--- src/rtl/encoder_round_scheduler.sv ---
// encoder_round_scheduler: sequences the step sub-controllers round by round over ping-pong state banks, with a per-step watchdog.
module encoder_round_scheduler #(
  parameter int NUM_ROUNDS = 24,
  parameter int NUM_STEPS  = 5,
  parameter int TIMEOUT    = 4096
) (
  input  logic                 clk,
  input  logic                 rst,
  input  logic                 start,
  input  logic [NUM_STEPS-1:0] step_ready,
  output logic [NUM_STEPS-1:0] step_start,
  output logic                 mem_sel,
  output logic [4:0]           round_idx,
  output logic [2:0]           step_idx,
  output logic                 busy,
  output logic                 ready,
  output logic                 err
);
  localparam int WW = $clog2(TIMEOUT);
  typedef enum logic [2:0] {IDLE, ARM, ISSUE, WAIT, SWAP, DONE, ERR} state_t;
  state_t state;
  logic [WW-1:0] wd;
  logic last_step, last_round;
  always_comb begin
    last_step = step_idx == 3'(NUM_STEPS - 1);
    last_round = round_idx == 5'(NUM_ROUNDS - 1);
  end
  // Outputs are registered alongside the state so each one is valid for exactly the state it belongs to.
  always_ff @(posedge clk or posedge rst) begin
    if (rst) begin
      state <= IDLE;
      step_start <= '0;
      mem_sel <= 1'b0;
      round_idx <= '0;
      step_idx <= '0;
      busy <= 1'b0;
      ready <= 1'b0;
      err <= 1'b0;
      wd <= '0;
    end else begin
      step_start <= '0;
      ready <= 1'b0;
      case (state)
        IDLE, ERR: if (start) begin
          state <= ARM;
          busy <= 1'b1;
          err <= 1'b0;
        end
        ARM: if (!start) begin
          state <= ISSUE;
          round_idx <= '0;
          step_idx <= '0;
          mem_sel <= 1'b0;
          step_start <= NUM_STEPS'(1);
        end
        ISSUE: begin
          wd <= '0;
          state <= WAIT;
        end
        WAIT: if (step_ready[step_idx]) state <= SWAP;
          else if (wd == WW'(TIMEOUT - 1)) begin
            state <= ERR;
            err <= 1'b1;
            busy <= 1'b0;
          end else wd <= wd + 1'b1;
        SWAP: begin
          mem_sel <= ~mem_sel;
          if (last_step && last_round) begin
            state <= DONE;
            ready <= 1'b1;
            busy <= 1'b0;
          end else begin
            state <= ISSUE;
            step_idx <= last_step ? 3'd0 : step_idx + 3'd1;
            round_idx <= last_step ? round_idx + 5'd1 : round_idx;
            step_start <= last_step ? NUM_STEPS'(1) : NUM_STEPS'(1) << (step_idx + 3'd1);
          end
        end
        DONE: state <= IDLE;
        default: state <= IDLE;
      endcase
    end
  end
endmodule

--- config.mk ---
export PLATFORM = sky130hd
export DESIGN_NAME = encoder_round_scheduler
export DESIGN_NICKNAME = d
export VERILOG_FILES = /design/src/rtl/encoder_round_scheduler.sv
export SDC_FILE = /design/constraint.sdc
export NUM_CORES = 1
export LEC_CHECK = 0
export BUFFER_PORTS_ARGS = -buffer_cell sky130_fd_sc_hd__buf_2
export CELL_PAD_IN_SITES_DETAIL_PLACEMENT = 0
export CELL_PAD_IN_SITES_GLOBAL_PLACEMENT = 1
export CORE_UTILIZATION = 39
export DETAILED_ROUTE_END_ITERATION = 10
export PLACE_DENSITY = 0.77
export SLEW_MARGIN = 5
export SYNTH_ARGS = -nofsm -noshare
export SYNTH_HDL_FRONTEND = slang
export SYNTH_SLANG_ARGS = --single-unit
--- constraint.sdc ---
create_clock -name clk -period 1.9 [get_ports clk]
set_clock_uncertainty 0.05 [all_clocks]
set_input_delay 0.095 -clock clk [delete_from_list [all_inputs] [get_ports clk]]
set_output_delay 0.095 -clock clk [all_outputs]
set_load 0.02 [all_outputs]
# [Yosys cells after proc, flatten, opt, wreduce, memory -nomap -nowiden]
# Index checks and enable logic that the tools add are counted.
[totals] mem_bits_ro=0 mem_bits_rw=0 memories=0 reg_bits=32 output_inout_bits=17 latch_bits=0
[op_classes] mux=36 n_shift=1 n_reduce_logical=14 n_lt_le_gt_ge=1 addsub=3 bitwise_logic=1 eq_ne=17 mul=0 n_div=0
[op_table] cell="two-way mux 5 bit" count=5
[op_table] cell="two-way mux 12 bit" count=2
[op_table] cell="two-way mux 3 bit" count=8
[op_table] cell="case mux 12 bit (2 select lines)" count=1
[op_table] cell="case mux 5 bit (2 select lines)" count=2
[op_table] cell="!= test 2 bit, second input constant" count=8
[op_table] cell="case mux 3 bit (5 select lines)" count=1
[op_table] cell="adder 12 x 1 -> 12 bit, second input constant" count=1
[op_table] cell="equality test 12 bit, second input constant" count=1
[op_table] cell="two-way mux 1 bit" count=12
[op_table] cell="equality test 3 bit, second input constant" count=3
[op_table] cell="AND reduction 3 bit" count=3
[op_table] cell="AND reduction 4 bit" count=2
[op_table] cell="equality test 3 x 2 -> 1 bit, second input constant" count=2
[op_table] cell="case mux 3 bit (2 select lines)" count=1
[op_table] cell="nonzero test 2 bit" count=3
[op_table] cell="adder 5 x 1 -> 5 bit, second input constant" count=1
[op_table] cell="equality test 5 bit, second input constant" count=1
[op_table] cell="AND reduction 5 bit" count=1
[op_table] cell="<< shifter 1 x 3 -> 5 bit, first input constant" count=1
[op_table] cell="< comparator 3 x 4 -> 1 bit, second input constant" count=1
[op_table] cell="case mux 1 bit (2 select lines)" count=2
[op_table] cell="adder 3 x 1 -> 3 bit, second input constant" count=1
[op_table] cell="binary-select mux 1 bit (select 3 bit)" count=1
[op_table] cell="9 further kinds" count=9

# [Longest topological paths before layout]
# Gate-level depths: netlist of the first run.
[logic_depth] word_depth=5 mapped_depth=8

# [Worst setup path before layout of the first run]
# Ideal clock, no wire load.
[synth_path] path_type="reg2reg" start="register step_idx[0]" end="register round_idx[3]" stages_incl_launch_ff=8 setup_time_ns=0.078 required_time_ns=1.772 setup_slack_ns=-0.322 arrival_time_ns=2.095 cell_sequence="dfrtp_1 inv_1 ha_1 and4_1 nand3b_1 nand4_1 or3_1 a21oi_1"
[synth_via] elab_chain_len=4
[synth_rtl] element="start: declaration" line_no="14" text="output logic [2:0] step_idx,"
[synth_rtl] element="start signal: assignment" line_no="74" text="step_idx <= last_step ? 3'd0 : step_idx + 3'd1;"
[synth_rtl] element="equality test 3 bit *" line_no="25" text="last_step = step_idx == 3'(NUM_STEPS - 1);"
[synth_rtl] element="logical AND 1 bit" line_no="68" text="if (last_step && last_round) begin"
[synth_rtl] element="!= test 2 bit (no line)"
[synth_rtl] element="AND reduction 4 bit (no line) *"
[synth_rtl] element="end signal: assignment" line_no="75" text="round_idx <= last_step ? round_idx + 5'd1 : round_idx;"
[synth_rtl] element="end: declaration" line_no="13" text="output logic [4:0] round_idx,"
# Every way passes the cells marked *; elsewhere a longest branch is shown, timed or not.
# A chain may end at the register's enable or synchronous reset.

# [Worst setup path in the final report of the first run]
[layout_path] start="register state[2]" end="register wd[5]"
[layout_via] elab_chain_len=3
[layout_rtl] element="start: declaration" line_no="21" text="state_t state;"
[layout_rtl] element="start signal: assignment" line_no="31" text="state <= IDLE;"
[layout_rtl] element="start signal: assignment" line_no="45" text="state <= ARM;"
[layout_rtl] element="start signal: assignment" line_no="50" text="state <= ISSUE;"
[layout_rtl] element="equality test 3 x 2 -> 1 bit" line_no="43" text="case (state)"
[layout_rtl] element="!= test 2 bit (no line) / nonzero test 2 bit (equally long branches)"
[layout_rtl] element="AND reduction 3 bit (no line)"
[layout_rtl] element="end signal: assignment" line_no="65" text="end else wd <= wd + 1'b1;"
[layout_rtl] element="end: declaration" line_no="22" text="logic [WW-1:0] wd;"
# Parallel ways exist; a longest one is shown, timed or not.

==> results of run 1 <==
cell type report:
class	instances	area share
Sequential cell	32	0.351
Tap cell	52	0.0284
Clock buffer	8	0.0394
Inverter	9	0.0148
Multi-Input combinational cell	142	0.415
Timing Repair Buffer	52	0.151
state kept, by name, indices dropped and copies added (netlist names):
name	flops
ready	1
wd	12
step_start	5
mem_sel	1
err	1
step_idx	3
busy	1
round_idx	5
state	3
per-layer routing:
metal	wire length, um	vias to the layer above	share of wire
li1	-	804	-
met1	1850	785	0.44
met2	2130	30	0.51
met3	151	6	0.036
met4	51	0	0.012
met5	0	-	0
logic make-up after synthesis:
| family | Yosys count | synth area share |
|---|---|---|
| AO/OA/AOI/OAI | 50 | 0.190 |
| XOR/XNOR | 2 | 0.00983 |
| AND/OR/NAND/NOR | 79 | 0.237 |
| adder cells (fa/ha/maj) | 7 | 0.0492 |
| multiplexers | 4 | 0.0225 |
| buffers and inverters | 17 | 0.0421 |
| flip-flops | 32 | 0.449 |
how the worst max path moves through the flow:
stage	endpoint	slack [ns]	depth (start not counted)
floorplan	round_idx[3]$_DFFE_PP0P_	-0.06	7
CTS	round_idx[3]$_DFFE_PP0P_	0.04	7
finish	wd[5]$_DFFE_PP0P_	0.09	5
detailed placement	wd[4]$_DFFE_PP0P_	0.01	6
global placement	wd[4]$_DFFE_PP0P_	0.07	6
global route	round_idx[3]$_DFFE_PP0P_	-0.04	7
metrics by stage:
stage	hold slack (ns)	utilization	cells	power, mW	worst slack [ns]
after floorplan	0.161	-	191	1.62	-0.0631
after global placement	0.101	0.487	283	1.94	0.0671
after detailed placement	0.105	0.487	283	1.95	0.0134
after CTS	0.0961	0.511	292	2.51	0.0444
after global routing	0.152	0.522	295	2.74	-0.0426
final	0.109	0.522	295	2.55	0.0898
cells in the mapped netlist, drive strengths merged (3+ instances only):
cell,count
or4,3
ha,7
or3,7
o211ai,11
inv,9
o31ai,7
nand2b,5
nor2b,3
dfrtp,32
nand3,13
o21ai,11
buf,4
nand2,16
a21oi,8
clkbuf,4
nor2,13
mux2i,4
nand4,5
tightest hold or removal path: stages:
cell    delay (ns)
buf_2         0.13
nor4_1        0.08
nor2_1        0.10
report_power, final:
group          switching [mW]  internal, mW
clock                   0.249         0.295
sequential             0.0714         0.789
combinational           0.659         0.482
what timing repair did:
| item | in CTS | in global routing |
|---|---|---|
| buffers inserted | 0 | 2 |
| hold buffers | 1 | 0 |
| gates resized for setup | 1 | 10 |
| hold endpoints to repair | 11 | 0 |
| cloned | 0 | 1 |
| endpoints found under the setup margin | 1 | 15 |
| pin swaps | 0 | 6 |
==> reports/metrics.cfg, run 1 <==
[finish]
layout_commonest_cell = dfrtp_1
finish.net_count = 257
drive_gt1_frac = 0.296
seqCellArea_um2 = 803
design_area_um2 = 2290
layout_common_cells = 30 x dfrtp_1, 25 x buf_2, 24 x buf_4
fill_cells = 445
multi_input_area_um2 = 950
syn_to_final_growth_pct = 28.4
diodes = 0

[yosys]
synth-edff-count = 0
syn_inst = 191
ys_ff_latch = 32
yosysSeqAreaShare = 0.449
synth_fp_nets = 206
ys_warn_count = 0
synth_top_flop_cell = dfrtp_1
synth.distinct_cells = 41
ys_top_cells_by_area = dfrtp_1 45%, ha_1 4.9%, o211ai_1 4.6%
syn_area_per_cell_um2 = 9.33
synth_area_um2 = 1780
synthArstFlopShare = 1.00
synth_top_area_frac = 0.449
synth_top_area_cell = dfrtp_1

[global_route]
grt_pass1_wl_um = 7220
grt.busiest_layer = met2
track_usage = 0.187
antenna_found_initial = 0
grtUsageMet3 = 0.0407
grt_pass1_vias = 1653
grt_use_met2 = 0.316
grt_max_degree = 22
grtUsageMet1 = 0.227
grt.overflow.total = 0

[timing]
drv_slew = 0
rsz0062_at_grt = true
finalSetupTns_ns = 0
setup_viol = 0
finalCritPeriodShare = 0.953
max_slew_margin = 0.655
worst_pin_slew_ns = 0.517
hold_viol_final = 0
fin_crit_ns = 1.81
fmax_mhz = 552

[cts]
cts.htree.levels = 2
clk_pin_slew_ns = 0.07
cts_root_buf = clkbuf_8
cts_made_buffers = 5
cts_sinks = 32
clock_latency_ns = 0.28
cts_tree = yes
clock_path_buffers = 2

[run_status]
status = complete, no violations

[place]
dpl.hpwl_um = 3080
place_area_um2 = 2130
portBuffers = 24
gp_congestion = 0.813

[critical_path]
crit_chain = and3b_2 > o311ai_2 > or3_4 > or4_1 > nand2_1
cpMaxStageDelayCell = or3_4
crit_path_max_incr_delay_ns = 0.43
cp.arrival_ns = 1.99
worst-path-buf-inv = 0
crit_fanout = 7
r2r_start = state[2]$_DFFE_PP0P_
crit_required_ns = 2.08
reg2reg_depth = 5
cp-end-kind = register
critical_path.startpoint_type = register
path_delay_family = simple AND/OR/NAND/NOR gates
rr_endpoint = wd[5]$_DFFE_PP0P_
crit_start = state[2]$_DFFE_PP0P_
r2r_slack_ns = 0.09
critPathKind = reg2reg

[min_path]
hold_path_class = in2reg
holdPathStages = 3
min_from = start
worstHoldEndpoint = round_idx[4]$_DFFE_PP0P_

[routing]
routed_wl_um = 4190
ant_nets = 0
wl_per_cell_um = 14.2
drtPass1Iterations = 4
drc_errors = 0
vias = 1625
drt-initial-drc-count = 88
viasPerCell = 5.51

[power_and_ir_drop]
power.density_nw_per_um2 = 1110
peakVddDrop_v = 0.000511
leakagePower_nw = 1.07

[die]
design.core.area_um2 = 4380
row_count = 24
die_w_um = 69.6
fp.dieArea_um2 = 4840
start_util = 0.406
num_io_pins = 25
die_height_um = 69.6

[run]
drv_cap = 0

Power figures use the tool's default switching activity.
==> inputs of run 2 (changes only) <==
--- a/config.mk
+++ b/config.mk
@@ -8,9 +8,9 @@
 export BUFFER_PORTS_ARGS = -buffer_cell sky130_fd_sc_hd__buf_2
 export CELL_PAD_IN_SITES_DETAIL_PLACEMENT = 0
 export CELL_PAD_IN_SITES_GLOBAL_PLACEMENT = 1
-export CORE_UTILIZATION = 39
+export CORE_UTILIZATION = 40
 export DETAILED_ROUTE_END_ITERATION = 10
-export PLACE_DENSITY = 0.77
+export PLACE_DENSITY = 0.76
 export SLEW_MARGIN = 5
 export SYNTH_ARGS = -nofsm -noshare
 export SYNTH_HDL_FRONTEND = slang
==> constraint.sdc (replaced) <==
create_clock -name clk -period 1.8 [get_ports clk]
set_clock_uncertainty 0.05 [all_clocks]
set_input_delay 0.09 -clock clk [delete_from_list [all_inputs] [get_ports clk]]
set_output_delay 0.09 -clock clk [all_outputs]
set_load 0.02 [all_outputs]
==> reports/metrics.cfg, run 2 (synthesis results as in run 1) <==
[run_status]
status = finished with violations
failed_checks = setup timing

[die]
design.core.area_um2 = 4140  ; -5.5%
row_count = 23  ; -4.2%
fp.dieArea_um2 = 4730  ; -2.4%
die_w_um = 68.7  ; -1.2%
start_util = 0.430  ; +0.0236
die_height_um = 68.7  ; -1.2%
num_io_pins = 25  ; unchanged

[routing]
drc_errors = 0  ; unchanged
vias = 1668  ; +2.6%
viasPerCell = 5.42  ; -1.7%
routed_wl_um = 4430  ; +5.8%
drt-initial-drc-count = 58  ; -34%
ant_nets = 0  ; unchanged
drtPass1Iterations = 4  ; unchanged
wl_per_cell_um = 14.4  ; +1.3%

[finish]
layout_top_registers = wd (12), round_idx (5), step_start (5)
final_core_util = 0.589  ; +0.0668
drive_gt1_frac = 0.376  ; +0.0797
syn_to_final_growth_pct = 36.9
fill_cells = 386  ; -13%
design_area_um2 = 2440  ; +6.6%
layout_commonest_cell = buf_4
finish.net_count = 272  ; +5.8%
largest_register_ffs = 12  ; unchanged
top_register = wd
layout_common_cells = 39 x buf_4, 30 x dfrtp_1, 24 x buf_2
diodes = 0  ; unchanged

[power_and_ir_drop]
power.density_nw_per_um2 = 1140  ; +2.2%
peakVddDrop_v = 0.000528  ; +3.3%
leakagePower_nw = 1.16  ; +7.7%

[global_route]
grt_pass1_wl_um = 7410  ; +2.7%
grt_max_degree = 17  ; -23%
grt.overflow.total = 0  ; unchanged
grt_pass1_vias = 1668  ; +0.91%
track_usage = 0.218  ; +0.0306
antenna_found_initial = 0  ; unchanged

[cts]
clock_latency_ns = 0.28  ; about the same
cts_sinks = 32  ; unchanged
cts.htree.levels = 2  ; unchanged
cts_made_buffers = 5  ; unchanged
clk_pin_slew_ns = 0.07  ; about the same
clock_path_buffers = 2  ; unchanged
cts_tree = yes
cts_root_buf = clkbuf_8

[timing]
fin_crit_ns = 1.84  ; +0.0345 ns
finalCritPeriodShare = 1.02  ; +0.0721
whs_ns = 0.128  ; +0.0192 ns
fmax_mhz = 542  ; -1.9%
drv_slew = 0  ; unchanged
rsz0062_at_grt = true
hold_viol_final = 0  ; unchanged
max_slew_margin = 0.599  ; -0.0561
worst_pin_slew_ns = 0.601  ; +0.0840 ns
setup_slack_ns = -0.0447  ; -0.134 ns
setup_viol = 3  ; +3

[place]
dpl_worst_slack_ns = -0.0947  ; -0.108 ns
place_area_um2 = 2220  ; +4.0%
gp_congestion = 0.770  ; -5.3%
dpl.hpwl_um = 3350  ; +8.8%
portBuffers = 24  ; unchanged

[critical_path]
r2r_start = step_idx[1]$_DFFE_PP0P_
cp.arrival_ns = 2.02  ; +0.03 ns
crit_fanout = 6  ; -1
cp-end-kind = register
critPathKind = reg2reg
r2r_slack_ns = -0.04  ; -0.13 ns
reg2reg_depth = 6  ; +1
crit_required_ns = 1.97  ; -0.11 ns
critical_path.startpoint_type = register
rr_endpoint = wd[8]$_DFFE_PP0P_

[min_path]
holdPathStages = 3  ; unchanged
hold_path_class = in2reg
worstHoldEndpoint = round_idx[3]$_DFFE_PP0P_
min_from = start

[run]
drv_cap = 0  ; unchanged

==> run 2: cell types whose count changed in the layout (fill, tap and decap cells not counted), moves of 2 or more <==
cell,previous run,this run
buf_4,24,39
buf_6,1,3
o21ai_0,9,7
or3_1,6,4
or3_4,1,3
or4_1,3,1
or4_4,0,2
==> run 2: power breakdown <==
group | switching (mW) | total (mW) | internal, mW
Clock | 0.256 | 0.567 | 0.312
Sequential | 0.0765 | 0.909 | 0.832
Combinational | 0.726 | 1.30 | 0.571
Total | 1.06 | 2.77 | 1.72
==> run 2: worst max-delay path by stage <==
stage                                 start                  endpoint  slack (ns)  depth (start not counted)
floorplan           step_idx[1]$_DFFE_PP0P_  round_idx[3]$_DFFE_PP0P_       -0.16                          7
global placement    step_idx[1]$_DFFE_PP0P_        wd[10]$_DFFE_PP0P_      -0.007                          6
detailed placement  step_idx[1]$_DFFE_PP0P_         wd[4]$_DFFE_PP0P_       -0.09                          6
CTS                 step_idx[1]$_DFFE_PP0P_  round_idx[3]$_DFFE_PP0P_      -0.006                          7
global route        step_idx[1]$_DFFE_PP0P_         wd[8]$_DFFE_PP0P_       -0.14                          6
finish              step_idx[1]$_DFFE_PP0P_         wd[8]$_DFFE_PP0P_       -0.04                          6
==> run 2: layout make-up <==
class                      instances  area, um2  share of cell area
multi-input combinational        142        993               0.407
sequential                        32        803               0.329
timing repair buffer              67        457               0.187
inverter                           9       33.8              0.0138
tap                               50       62.6              0.0256
clock buffer                       8       90.1              0.0369
==> run 2: what timing repair did <==
action	in CTS	in global routing
pin swaps	4	8
endpoints found under the setup margin	11	21
endpoints found under the hold margin	14	0
gates resized for setup	7	17
hold buffers	1	0
setup buffers	3	2
cloned	0	0
==> run 2: per-layer routing <==
metal | vias up | track usage | wire length [um]
li1 | 837 | - | -
met3 | 12 | 0.0526 | 147
met1 | 793 | 0.248 | 1920
met4 | 0 | 0.102 | 111
met5 | - | 0 | 0
met2 | 26 | 0.381 | 2250
==> run 2: stage by stage <==
stage,std cells,setup TNS [ns],total power [mW]
2_1_floorplan,191,-0.518,1.74
3_3_place_gp,294,-0.0219,2.11
3_5_place_dp,294,-0.421,2.14
4_1_cts,306,-0.00983,2.75
5_1_grt,308,-0.993,2.98
6_report,308,-0.0638,2.77
==> run 2: worst max-delay path, cell delays in order, from the launching register on <==
cell and delay [ns]:
dfrtp_2 0.43, mux2i_1 0.24, o311ai_2 0.11, buf_4 0.16, or2_4 0.24, or4_4 0.48, nand2_2 0.07
==> inputs of run 3 (changes only) <==
--- a/config.mk
+++ b/config.mk
@@ -11,7 +11,7 @@
 export CORE_UTILIZATION = 40
 export DETAILED_ROUTE_END_ITERATION = 10
 export PLACE_DENSITY = 0.76
-export SLEW_MARGIN = 5
+export SLEW_MARGIN = 15
 export SYNTH_ARGS = -nofsm -noshare
 export SYNTH_HDL_FRONTEND = slang
 export SYNTH_SLANG_ARGS = --single-unit
==> constraint.sdc (replaced) <==
create_clock -name clk -period 1.8 [get_ports clk]
set_clock_uncertainty 0.05 [all_clocks]
set_input_delay 0.09 -clock clk [delete_from_list [all_inputs] [get_ports clk]]
set_output_delay 0.09 -clock clk [all_outputs]
set_load 0.1 [all_outputs]
==> reports/metrics.cfg, run 3 (synthesis results as in run 1) <==
[finish]
finalNonFillerCells = 312  ; +1.3%
layout_top_registers = wd (12), round_idx (5), step_start (5)
largest_register_ffs = 12  ; unchanged
layout_commonest_cell = buf_4
drive_gt1_frac = 0.431  ; +0.0553
final_core_util = 0.614  ; +0.0248
syn_to_final_growth_pct = 42.7
layout_common_cells = 41 x buf_4, 25 x dfrtp_1, 25 x buf_2
top_register = wd
diodes = 0  ; unchanged
fill_cells = 366  ; -5.2%
finish.net_count = 276  ; +1.5%

[cts]
clk_pin_slew_ns = 0.06  ; about the same
cts_sinks = 32  ; unchanged
clock_path_buffers = 2  ; unchanged
cts_root_buf = clkbuf_8
cts_made_buffers = 5  ; unchanged
cts.htree.levels = 2  ; unchanged
clock_latency_ns = 0.28  ; about the same
cts_tree = yes

[global_route]
antenna_found_initial = 0  ; unchanged
grt_pass1_vias = 1734  ; +4.0%
track_usage = 0.225  ; +0.00765
grt_pass1_wl_um = 7880  ; +6.3%
grt.overflow.total = 0  ; unchanged
grt_max_degree = 19  ; +2

[critical_path]
crit_path_max_incr_delay_ns = 0.49  ; about the same
reg2reg_depth = 7  ; +1
worst-path-buf-inv = 1  ; unchanged
rr_endpoint = round_idx[3]$_DFFE_PP0P_
cpMaxStageDelayCell = dfrtp_4
crit_fanout = 6  ; unchanged
critical_path.startpoint_type = register
cp.arrival_ns = 2.06  ; +0.04 ns
r2r_start = round_idx[0]$_DFFE_PP0P_
cp-end-kind = register
r2r_slack_ns = -0.1  ; -0.06 ns
crit_chain = ha_4 > and4_4 > nand3b_1 > nand4_1 > buf_6 > or3_4 > a21oi_2
path_delay_family = simple AND/OR/NAND/NOR gates
crit_required_ns = 1.96  ; about the same
critPathKind = reg2reg

[timing]
max_slew_margin = 0.543  ; -0.0558
fmax_mhz = 526  ; -2.9%
worst_pin_slew_ns = 0.685  ; +0.0836 ns
rsz0062_at_grt = true
setup_slack_ns = -0.0999  ; -0.0553 ns
drv_slew = 0  ; unchanged
fin_crit_ns = 1.90  ; +0.0553 ns
setup_viol = 10  ; +7
finalSetupTns_ns = -0.372  ; -0.308 ns
hold_viol_final = 0  ; unchanged
finalCritPeriodShare = 1.06  ; +0.0307

[routing]
drc_errors = 0  ; unchanged
routed_wl_um = 4740  ; +6.9%
wl_per_cell_um = 15.2  ; +5.6%
ant_nets = 0  ; unchanged
viasPerCell = 5.59  ; +3.3%
drt-initial-drc-count = 78  ; +34%
vias = 1745  ; +4.6%
drtPass1Iterations = 4  ; unchanged

[die]
die_height_um = 68.7  ; unchanged
start_util = 0.430  ; unchanged
design.core.area_um2 = 4140  ; unchanged
die_w_um = 68.7  ; unchanged
num_io_pins = 25  ; unchanged
fp.dieArea_um2 = 4730  ; unchanged
row_count = 23  ; unchanged

[place]
dpl.hpwl_um = 3360  ; +0.41%
portBuffers = 24  ; unchanged
gp_congestion = 0.839  ; +8.9%
placedCellCount = 296  ; +0.68%

[power_and_ir_drop]
power_mw = 3.25  ; +17%
peakVddDrop_v = 0.000627  ; +19%
power.density_nw_per_um2 = 1280  ; +13%
leakagePower_nw = 1.19  ; +2.5%

[run]
drv_cap = 0  ; unchanged

[min_path]
hold_path_class = in2reg
holdPathStages = 3  ; unchanged
worstHoldEndpoint = round_idx[4]$_DFFE_PP0P_
min_from = start

[run_status]
status = finished with violations
failed_checks = setup timing

run 3: changes by cell type in the layout (fill, tap and decap cells not counted), sizes merged:
cell  before  now
buf       66   70
run 3: where the power goes:
| part | internal, mW | leakage, nW | switching [mW] | total, mW |
|---|---|---|---|---|
| registers | 0.843 | 0.421 | 0.0849 | 0.928 |
| clock network | 0.312 | 0.0455 | 0.261 | 0.573 |
| logic | 0.588 | 0.719 | 1.16 | 1.75 |
run 3: timing repair:
action | CTS | global route
gates cloned | 1 | 0
setup buffers | 3 | 3
hold endpoints to repair | 15 | 0
pin swaps | 10 | 8
hold buffers | 1 | 0
endpoints found under the setup margin | 19 | 23
resized for setup | 9 | 19
run 3: layer usage:
layer,global-route usage,vias up,routed length (um)
met2,0.387,35,2530
met1,0.278,861,2020
met3,0.0526,6,140
met5,0,-,0
li1,-,843,-
met4,0.0714,0,43
run 3: worst max path at each step:
stage | slack, ns | end | cells past startpoint | startpoint
floorplan | -0.32 | round_idx[3]$_DFFE_PP0P_ | 7 | step_idx[1]$_DFFE_PP0P_
global placement | -0.09 | round_idx[3]$_DFFE_PP0P_ | 6 | round_idx[0]$_DFFE_PP0P_
detailed placement | -0.17 | round_idx[3]$_DFFE_PP0P_ | 6 | round_idx[0]$_DFFE_PP0P_
CTS | -0.07 | round_idx[3]$_DFFE_PP0P_ | 8 | step_idx[1]$_DFFE_PP0P_
global route | -0.16 | round_idx[3]$_DFFE_PP0P_ | 7 | round_idx[0]$_DFFE_PP0P_
finish | -0.1 | round_idx[3]$_DFFE_PP0P_ | 7 | round_idx[0]$_DFFE_PP0P_
run 3: worst min-delay path, delay by kind of cell:
| kind | cells | cell delay, ns |
|---|---|---|
| simple gates | 2 | 0.19 |
| buf+inv | 1 | 0.14 |
run 3: final cells by class:
class                   instances  area (um2)  area share
clock buffers                   8        90.1      0.0354
well taps                      50        62.6      0.0246
repair buffers                 71         488       0.192
inverters                       9        38.8      0.0153
flip-flops and latches         32         822       0.323
multi-input cells             142        1040       0.409
run 3: stage by stage:
stage	setup WS, ns	hold WS [ns]	cell area, um2
3_3_place_gp	-0.0924	0.171	2280
2_1_floorplan	-0.323	0.156	1870
5_1_grt	-0.160	0.150	2540
4_1_cts	-0.0686	0.110	2440
3_5_place_dp	-0.168	0.178	2280
6_report	-0.0999	0.117	2540
